[src/rtl/debounce_pkg.sv]
`default_nettype none
// ============================================================================
// Module      : debounce_pkg
// Description : Shared types and default constants for the input debouncer.
//               Holds the debounce FSM state encoding and the default
//               synchronizer depth / stability window.
// Ports       : none (package)
// Revision    : 1.0 - initial release
// ============================================================================
package debounce_pkg;

    // Default number of synchronizer flops on the raw input.
    localparam int C_SYNC_STAGES   = 2;
    // Default number of consecutive identical samples to accept a new level.
    localparam int C_STABLE_CYCLES = 4;

    // Debounce FSM states: two stable states and two qualification states.
    typedef enum logic [1:0] {
        LO      = 2'd0,
        WAIT_HI = 2'd1,
        HI      = 2'd2,
        WAIT_LO = 2'd3
    } deb_state_t;

endpackage : debounce_pkg
`default_nettype wire

[src/rtl/sync_ff.sv]
`default_nettype none
// ============================================================================
// Module      : sync_ff
// Description : Parameterized N-stage flop synchronizer for a single-bit
//               asynchronous input. All stages reset to RST_VAL.
// Parameters  : DEPTH   - number of flop stages (>= 2)
//               RST_VAL - value loaded into every stage during reset
// Ports       : clk  in  1  sampling clock (rising edge)
//               rstn in  1  asynchronous active-low reset
//               d_i  in  1  raw asynchronous input
//               q_o  out 1  synchronized output (last stage)
// Revision    : 1.0 - initial release
// ============================================================================
module sync_ff #(
    parameter int   DEPTH   = 2,
    parameter logic RST_VAL = 1'b0
) (
    input  logic clk,
    input  logic rstn,
    input  logic d_i,
    output logic q_o
);

    if (DEPTH < 2) begin : g_depth_check
        $error("sync_ff: DEPTH must be at least 2");
    end

    logic [DEPTH-1:0] sync_q;

    // Bit 0 is the metastability-exposed capture flop; higher bits settle it.
    always_ff @(posedge clk or negedge rstn) begin
        if (!rstn) begin
            sync_q <= {DEPTH{RST_VAL}};
        end else begin
            sync_q <= {sync_q[DEPTH-2:0], d_i};
        end
    end

    assign q_o = sync_q[DEPTH-1];

endmodule : sync_ff
`default_nettype wire

[src/rtl/input_debouncer.sv]
`default_nettype none
// ============================================================================
// Module      : input_debouncer
// Description : Synchronizes a raw asynchronous level and debounces it into a
//               clean registered level with single-cycle rise/fall strobes.
//               A new level is accepted only after STABLE_CYCLES consecutive
//               identical synchronized samples while en is high.
// Build macro : INPUT_DEBOUNCER_GLITCH_CNT_EN - adds glitch_clr/glitch_cnt and
//               a saturating counter of rejected transitions.
// Parameters  : SYNC_STAGES (>=2), STABLE_CYCLES (>=2), INIT_LEVEL, GLITCH_W
// Ports       : clk        in  1         rising-edge clock
//               rstn       in  1         asynchronous active-low reset
//               din        in  1         raw asynchronous input
//               en         in  1         debounce enable (low freezes level)
//               level      out 1         debounced level (registered)
//               rise       out 1         one-cycle strobe on level 0->1
//               fall       out 1         one-cycle strobe on level 1->0
//               busy       out 1         candidate transition being qualified
//               glitch_clr in  1         sync clear of glitch_cnt (macro only)
//               glitch_cnt out GLITCH_W  saturating glitch count (macro only)
// Revision    : 1.0 - initial release
// ============================================================================
module input_debouncer
    import debounce_pkg::*;
#(
    parameter int   SYNC_STAGES   = C_SYNC_STAGES,
    parameter int   STABLE_CYCLES = C_STABLE_CYCLES,
    parameter logic INIT_LEVEL    = 1'b0,
    parameter int   GLITCH_W      = 8
) (
    input  logic                clk,
    input  logic                rstn,
    input  logic                din,
    input  logic                en,
    output logic                level,
    output logic                rise,
    output logic                fall,
    output logic                busy
`ifdef INPUT_DEBOUNCER_GLITCH_CNT_EN
    ,
    input  logic                glitch_clr,
    output logic [GLITCH_W-1:0] glitch_cnt
`endif
);

    localparam int                 CNT_W       = (STABLE_CYCLES > 1) ? $clog2(STABLE_CYCLES) : 1;
    localparam logic [CNT_W-1:0]   C_CNT_LAST  = CNT_W'(STABLE_CYCLES - 1);
    localparam logic [CNT_W-1:0]   C_CNT_ONE   = CNT_W'(1);
    localparam deb_state_t         C_RST_STATE = INIT_LEVEL ? HI : LO;

    if (STABLE_CYCLES < 2) begin : g_stable_check
        $error("input_debouncer: STABLE_CYCLES must be at least 2");
    end

    if (GLITCH_W < 1) begin : g_glitch_w_check
        $error("input_debouncer: GLITCH_W must be at least 1");
    end

    // ------------------------------------------------------------------------
    // Input synchronizer
    // ------------------------------------------------------------------------
    logic din_s;

    sync_ff #(
        .DEPTH   (SYNC_STAGES),
        .RST_VAL (INIT_LEVEL)
    ) u_sync (
        .clk  (clk),
        .rstn (rstn),
        .d_i  (din),
        .q_o  (din_s)
    );

    // ------------------------------------------------------------------------
    // Debounce FSM
    // ------------------------------------------------------------------------
    deb_state_t       state_q, state_d;
    logic [CNT_W-1:0] cnt_q,   cnt_d;
    logic             level_q, level_d;
    logic             rise_q,  rise_d;
    logic             fall_q,  fall_d;
    logic             glitch_evt;

    always_ff @(posedge clk or negedge rstn) begin
        if (!rstn) begin
            state_q <= C_RST_STATE;
            cnt_q   <= '0;
            level_q <= INIT_LEVEL;
            rise_q  <= 1'b0;
            fall_q  <= 1'b0;
        end else begin
            state_q <= state_d;
            cnt_q   <= cnt_d;
            level_q <= level_d;
            rise_q  <= rise_d;
            fall_q  <= fall_d;
        end
    end

    // Within a WAIT state the checks are ordered: enable abort first (no
    // glitch), then reversion (glitch, and it beats a same-edge completion),
    // then completion, then keep counting.
    always_comb begin
        state_d    = state_q;
        cnt_d      = cnt_q;
        level_d    = level_q;
        rise_d     = 1'b0;
        fall_d     = 1'b0;
        glitch_evt = 1'b0;

        unique case (state_q)
            LO: begin
                if (en && din_s) begin
                    state_d = WAIT_HI;
                    cnt_d   = C_CNT_ONE;
                end
            end
            WAIT_HI: begin
                if (!en) begin
                    state_d = LO;
                    cnt_d   = '0;
                end else if (!din_s) begin
                    state_d    = LO;
                    cnt_d      = '0;
                    glitch_evt = 1'b1;
                end else if (cnt_q == C_CNT_LAST) begin
                    state_d = HI;
                    cnt_d   = '0;
                    level_d = 1'b1;
                    rise_d  = 1'b1;
                end else begin
                    cnt_d = cnt_q + C_CNT_ONE;
                end
            end
            HI: begin
                if (en && !din_s) begin
                    state_d = WAIT_LO;
                    cnt_d   = C_CNT_ONE;
                end
            end
            WAIT_LO: begin
                if (!en) begin
                    state_d = HI;
                    cnt_d   = '0;
                end else if (din_s) begin
                    state_d    = HI;
                    cnt_d      = '0;
                    glitch_evt = 1'b1;
                end else if (cnt_q == C_CNT_LAST) begin
                    state_d = LO;
                    cnt_d   = '0;
                    level_d = 1'b0;
                    fall_d  = 1'b1;
                end else begin
                    cnt_d = cnt_q + C_CNT_ONE;
                end
            end
            default: begin
                state_d = C_RST_STATE;
                cnt_d   = '0;
            end
        endcase
    end

    assign level = level_q;
    assign rise  = rise_q;
    assign fall  = fall_q;
    // Derived from the state register only, so still glitch-free.
    assign busy  = (state_q == WAIT_HI) || (state_q == WAIT_LO);

    // ------------------------------------------------------------------------
    // Optional glitch counter
    // ------------------------------------------------------------------------
`ifdef INPUT_DEBOUNCER_GLITCH_CNT_EN
    logic [GLITCH_W-1:0] glitch_cnt_q;

    // Clear has priority over a same-cycle increment; count saturates.
    always_ff @(posedge clk or negedge rstn) begin
        if (!rstn) begin
            glitch_cnt_q <= '0;
        end else if (glitch_clr) begin
            glitch_cnt_q <= '0;
        end else if (glitch_evt && (glitch_cnt_q != {GLITCH_W{1'b1}})) begin
            glitch_cnt_q <= glitch_cnt_q + GLITCH_W'(1);
        end
    end

    assign glitch_cnt = glitch_cnt_q;
`else
    logic unused_glitch_evt;
    assign unused_glitch_evt = glitch_evt;
`endif

endmodule : input_debouncer
`default_nettype wire

[config.mk]
export PLATFORM = sky130hd
export DESIGN_NAME = input_debouncer
export DESIGN_NICKNAME = d
export VERILOG_FILES = /design/src/rtl/debounce_pkg.sv /design/src/rtl/sync_ff.sv /design/src/rtl/input_debouncer.sv
export SDC_FILE = /design/constraint.sdc
export NUM_CORES = 1
export LEC_CHECK = 0
export ABC_AREA = 1
export CAP_MARGIN = 20
export CORE_MARGIN = 4
export CORE_UTILIZATION = 30
export CTS_CLUSTER_SIZE = 10
export DETAILED_ROUTE_END_ITERATION = 10
export HOLD_SLACK_MARGIN = 0.15
export SETUP_SLACK_MARGIN = 0.2
export SYNTH_ARGS = -nofsm -noshare
export SYNTH_HDL_FRONTEND = slang
export SYNTH_SLANG_ARGS = --single-unit
[constraint.sdc]
create_clock -name clk -period 1 [get_ports clk]
set_input_delay 0.25 -clock clk [delete_from_list [all_inputs] [get_ports clk]]
set_output_delay 0.25 -clock clk [all_outputs]
set_load 0.02 [all_outputs]
; ---- After elaboration in Yosys (flattened, before gate mapping)
; Cells that the tools add are included.
[word_totals]
reg_bits = 9
out_inout_bits = 4
word_cells = 60
[op_classes]
addsub = 1
eq_ne = 14
muxes = 30
reduce_logical = 9
[ops]
columns = op, n
row1 = 2-bit two-way mux, 14
row2 = 2-bit case mux with 4 select lines, 2
row3 = "2-bit != test, second input constant", 7
row4 = 1-bit two-way mux, 13
row5 = 7-bit AND reduction, 1
row6 = "2-bit == test, second input constant", 3
row7 = "4-bit by 3-bit != test with 1-bit output, second input constant", 1
row8 = "4-bit != test, second input constant", 1
row9 = 4-bit AND reduction, 1
row10 = "2-bit by 1-bit adder with 2-bit output, second input constant", 1
row11 = "2-bit by 1-bit == test with 1-bit output, second input constant", 1
row12 = 1-bit logical AND, 2
row13 = 2-bit zero test, 1
row14 = "2-bit by 1-bit != test with 1-bit output, second input constant", 1
row15 = 1-bit case mux with 2 select lines, 1
row16 = 2-bit AND reduction, 1
row17 = 2-bit nonzero test, 1
row18 = 1-bit zero test, 1
row19 = 1-bit logical OR, 1

; ---- Longest topological paths before layout
[logic_depth]
word_depth = 5
depth_mapped = 6

; ---- Cells and area by module
; A second synthesis with hierarchy kept.
[hier_totals]
hier_cells = 43
hier_area_um2 = 386.6
[by_module_without_submodules]
columns = mod, n_inst, cells_per_inst, area_each_um2
row1 = input_debouncer, 1, 41, 336.6
row2 = sync_ff, 1, 2, 50.0

; ---- Worst setup path before layout
; OpenSTA, ideal clock, no wires.
[synth_path]
path_kind = register to register
start = reg cnt_q[0]
end = reg cnt_q[0]
setup_ns = 0.063
t_arrival_ns = 0.981
slack_ns = -0.043
stages_incl_launch_ff = 7
path_buffers = 0
period_less_slack_ns = 1.043
cell_sequence = dfrtp_1 ha_1 nor2_1 nand4_1 nand3_1 nand2_1 inv_1
[synth_between]
elab_chain_cells = 5
[synth_rtl]
columns = item, line_no
row1 = start: declaration, input_debouncer.sv:78  ; logic [CNT_W-1:0] cnt_q, cnt_d;
row2 = start signal: assignment, input_debouncer.sv:93  ; cnt_q <= cnt_d;
row3 = 2-bit by 1-bit adder with 2-bit output / 2-bit == test (equally long branches), --
row4 = 2-bit two-way mux *, "input_debouncer.sv:126, input_debouncer.sv:149"
row5 = "2-bit two-way mux, on equally long branches", "input_debouncer.sv:145, input_debouncer.sv:122"
row6 = "2-bit two-way mux, on equally long branches", "input_debouncer.sv:142, input_debouncer.sv:119"
row7 = 2-bit case mux with 4 select lines *, input_debouncer.sv:111  ; unique case (state_q)
; Mark *: on every way between the ends. The rest lies on a longest branch, timed or not.
; A chain may end at the register's enable or synchronous reset.

; ---- Final worst setup path
[layout_path]
start = reg state_q[0]
end = reg cnt_q[0]
[layout_between]
elab_chain_cells = 3
[layout_rtl]
columns = item, line_no
row1 = start: declaration, input_debouncer.sv:77  ; deb_state_t state_q, state_d;
row2 = start signal: assignment, input_debouncer.sv:92  ; state_q <= state_d;
row3 = 2-bit == test / 2-bit zero test (equally long branches), input_debouncer.sv:111
row4 = 2-bit != test (no line), --
row5 = 2-bit AND reduction (no line), --
; Several ways; a longest one is shown, not always the timed one.

==> metrics.yaml <==
outcome:
  outcome: "complete, but fails checks"
  failing_checks: "negative setup slack"
route:
  drc_errors: 0
  post_drt_wl_per_cell_um: 10.2
  drtAntennaViolNets: 0
  drt-vias-per-instance: 4.69
  routed-via-count: 361
  wl_um: 784
  drt_first_iter_violations: 4
  dr.pass1.iters: 4
floorplan:
  floorplan.initialDensity: 0.324
  die_height_um: 45.7
  core_mm2: 0.00132
  die-area_mm2: 0.00209
  top_level_i_o_count: 8
  die_width_um: 45.7
  rows: 13
sta:
  layout_setup_ws_ns: -0.0587
  layout_min_cycle_time_ns: 1.06
  max_freq_mhz: 945
  max_slew_margin: 0.897
  report.final.setup_viol: 5
  tightestPinTransition_ns: 0.152
  final_min_period_over_clock_period: 1.06
  rsz0062_at_grt: "true"
  final_max_slew_viol_count: 0
  hold_violations: 0
  setup-tns-final_ns: -0.174
  finClkSkew_ns: 0.00462
final_layout:
  finalNonFillerCells: 77
  design.final.nets: 68
  area_growth_pct: 49.6
  layout-drive-gt1-share: 0.548
  antenna_cells_inserted: 0
synth:
  syn-mean-instance-area_um2: 9.28
  yosysSeqAreaShare: 0.528
  synth-edff-count: 0
  ys.flop_type: "dfrtp_1"
  synth_seq_cells: 9
  synthesis.instances: 46
  yosysUniqueCellTypes: 16
  synth_async_sr_flop_share: 1.00
  ys_warns: 0
  syn-cell-area_um2: 427
  synth_fp_nets: 51
cts:
  worstSkewPairLatency_ns: 0.26
  cts_hold_buffers: 0
  htree_num_levels: 1
  path_clk_slew_ns: 0.06
  cts-root-to-sink-buffers: 2
  clock-root-buffer: "clkbuf_4"
  tritoncts: "built"
  inserted_clock_buffers: 3
  cts_sinks: 9
worst_setup_path:
  worstSetupPathType: "flop to flop"
  critical_path_peak_fanout: 4
  cp-start-kind: "flop"
  critPathCaptureType: "flop"
  worst-endpoint-required_ns: 1.15
  worstPathArrival_ns: 1.21
power_and_ir_drop:
  power_density_mw_per_mm2: 2480
  ir_worst_vdd_uv: 1290
  power.leakage_nw: 0.312
placement:
  gpl.final_weighted_congestion: 0.741
  post-dp-hpwl_um: 534
  place.port_buffers: 7
  place.detailed.instances: 72
global_routing:
  globalRouteTotalUtil: 0.0987
  via_count_of_the_first_global_routing_pass: 345
  met1_usage: 0.119
  grt_antenna_before_repair: 0
  grt_start_max_net_pins: 10
  grt_pass1_wl_um: 1430
  top_usage_layer_grt: "met2"
  grt_overflow_total: 0
  gr-usage-met2: 0.145
  grt_use_met3: 0.0593
run:
  cap_viol_max_count: 0
hold_path:
  min_path_type: "input port to async pin"
synthesized netlist by cell type, types with 2 or more instances:
| master | n | share of area |
|---|---|---|
| nand3_1 | 2 | 0.023 |
| nor2_1 | 4 | 0.035 |
| o21ai_2 | 2 | 0.041 |
| nand4_1 | 3 | 0.044 |
| dfrtp_1 | 9 | 0.53 |
| inv_2 | 4 | 0.035 |
| inv_1 | 3 | 0.026 |
| nand2_1 | 9 | 0.079 |
| nor2_4 | 3 | 0.079 |
cell families after synthesis:
family | after synthesis | share of synthesized area
AND/OR/NAND/NOR | 23 | 0.290
adder cells (fa/ha/maj) | 1 | 0.0293
AO/OA/AOI/OAI | 4 | 0.0733
buffers and inverters | 9 | 0.0791
flip-flops | 9 | 0.528
repair_timing:
action	in CTS	in global routing
hold endpoints to repair	0	0
pin swaps	12	7
endpoints found under the setup margin	11	11
gates resized for setup	31	5
setup buffers	1	0
state kept, by name, summed over array words and instances (netlist names):
name / flops
cnt_q: 2
fall: 1
level: 1
rise: 1
state_q: 2
u_sync.sync_q: 2
through the flow:
stage                      util  worst slack, ns  cell area, um2  total power [mW]  hold WS, ns
after CTS                 0.471          -0.0742             621              1.54        0.270
after detailed placement  0.429           -0.295             566              1.18        0.337
final                     0.484          -0.0587             638              1.58        0.265
after global placement    0.429           -0.303             566              1.17        0.334
after floorplan               -           0.0112             453             0.986      -0.0456
after global routing      0.484           -0.119             638              1.71        0.286
path summary, 6_finish.rpt:
| kind | slack, ns | to | depth (start not counted) | from |
|---|---|---|---|---|
| worst max register to register | -0.06 | cnt_q[0]$_DFFE_PN0P_ | 7 | state_q[0]$_DFFE_PN0P_ |
| worst min register to register | 0.35 | u_sync.sync_q[1]$_DFF_PN0_ | 0 | u_sync.sync_q[0]$_DFF_PN0_ |
| min in group clk | 0.35 | u_sync.sync_q[1]$_DFF_PN0_ | 0 | u_sync.sync_q[0]$_DFF_PN0_ |
| max in group asynchronous | 0.59 | u_sync.sync_q[1]$_DFF_PN0_ | 2 | rstn |
| worst max-delay path | -0.06 | cnt_q[0]$_DFFE_PN0P_ | 7 | state_q[0]$_DFFE_PN0P_ |
| worst min-delay path | 0.26 | rise$_DFF_PN0_ | 2 | rstn |
per-layer routing:
metal	up-vias	routed length, um
met1	170	318
met4	0	6
met5	-	0
li1	177	-
met2	12	384
met3	2	75
critical path: stages (launching register included):
cell and delay, ns:
dfrtp_1 0.38, buf_6 0.13, nor2_1 0.11, o21ai_2 0.09, o21ai_4 0.07, nand2_1 0.07
nand2_1 0.05, inv_1 0.03
report_power, final:
part	total, mW	internal, mW	switching (mW)
clock network	0.273	0.153	0.120
logic	0.758	0.366	0.391
registers	0.554	0.459	0.0945
total	1.58	0.979	0.606
placed cells by master, fill, tap and decap left out:
master,n
nand2_4,1
o21ai_1,1
inv_4,2
clkbuf_4,3
nand4_1,3
a41oi_1,1
inv_2,4
dlygate4sd2_1,1
nand2_2,3
nor2_4,4
clkdlybuf4s50_1,2
o21ai_2,1
buf_4,4
o21ai_4,1
ha_4,1
nand2_1,6
buf_2,1
nand3_1,2
nor2_2,2
inv_1,2
nor2_1,2
clkbuf_1,1
dfrtp_1,7
dfrtp_2,2
buf_6,5
final cells by class:
class	count	area [um2]
Inverter	8	35.0
Timing Repair Buffer	13	120
Multi-Input combinational cell	28	210
Fill cell	132	679
Clock buffer	4	26.3
Sequential cell	9	228
Tap cell	15	18.8
(Power assumes the default switching activity.)
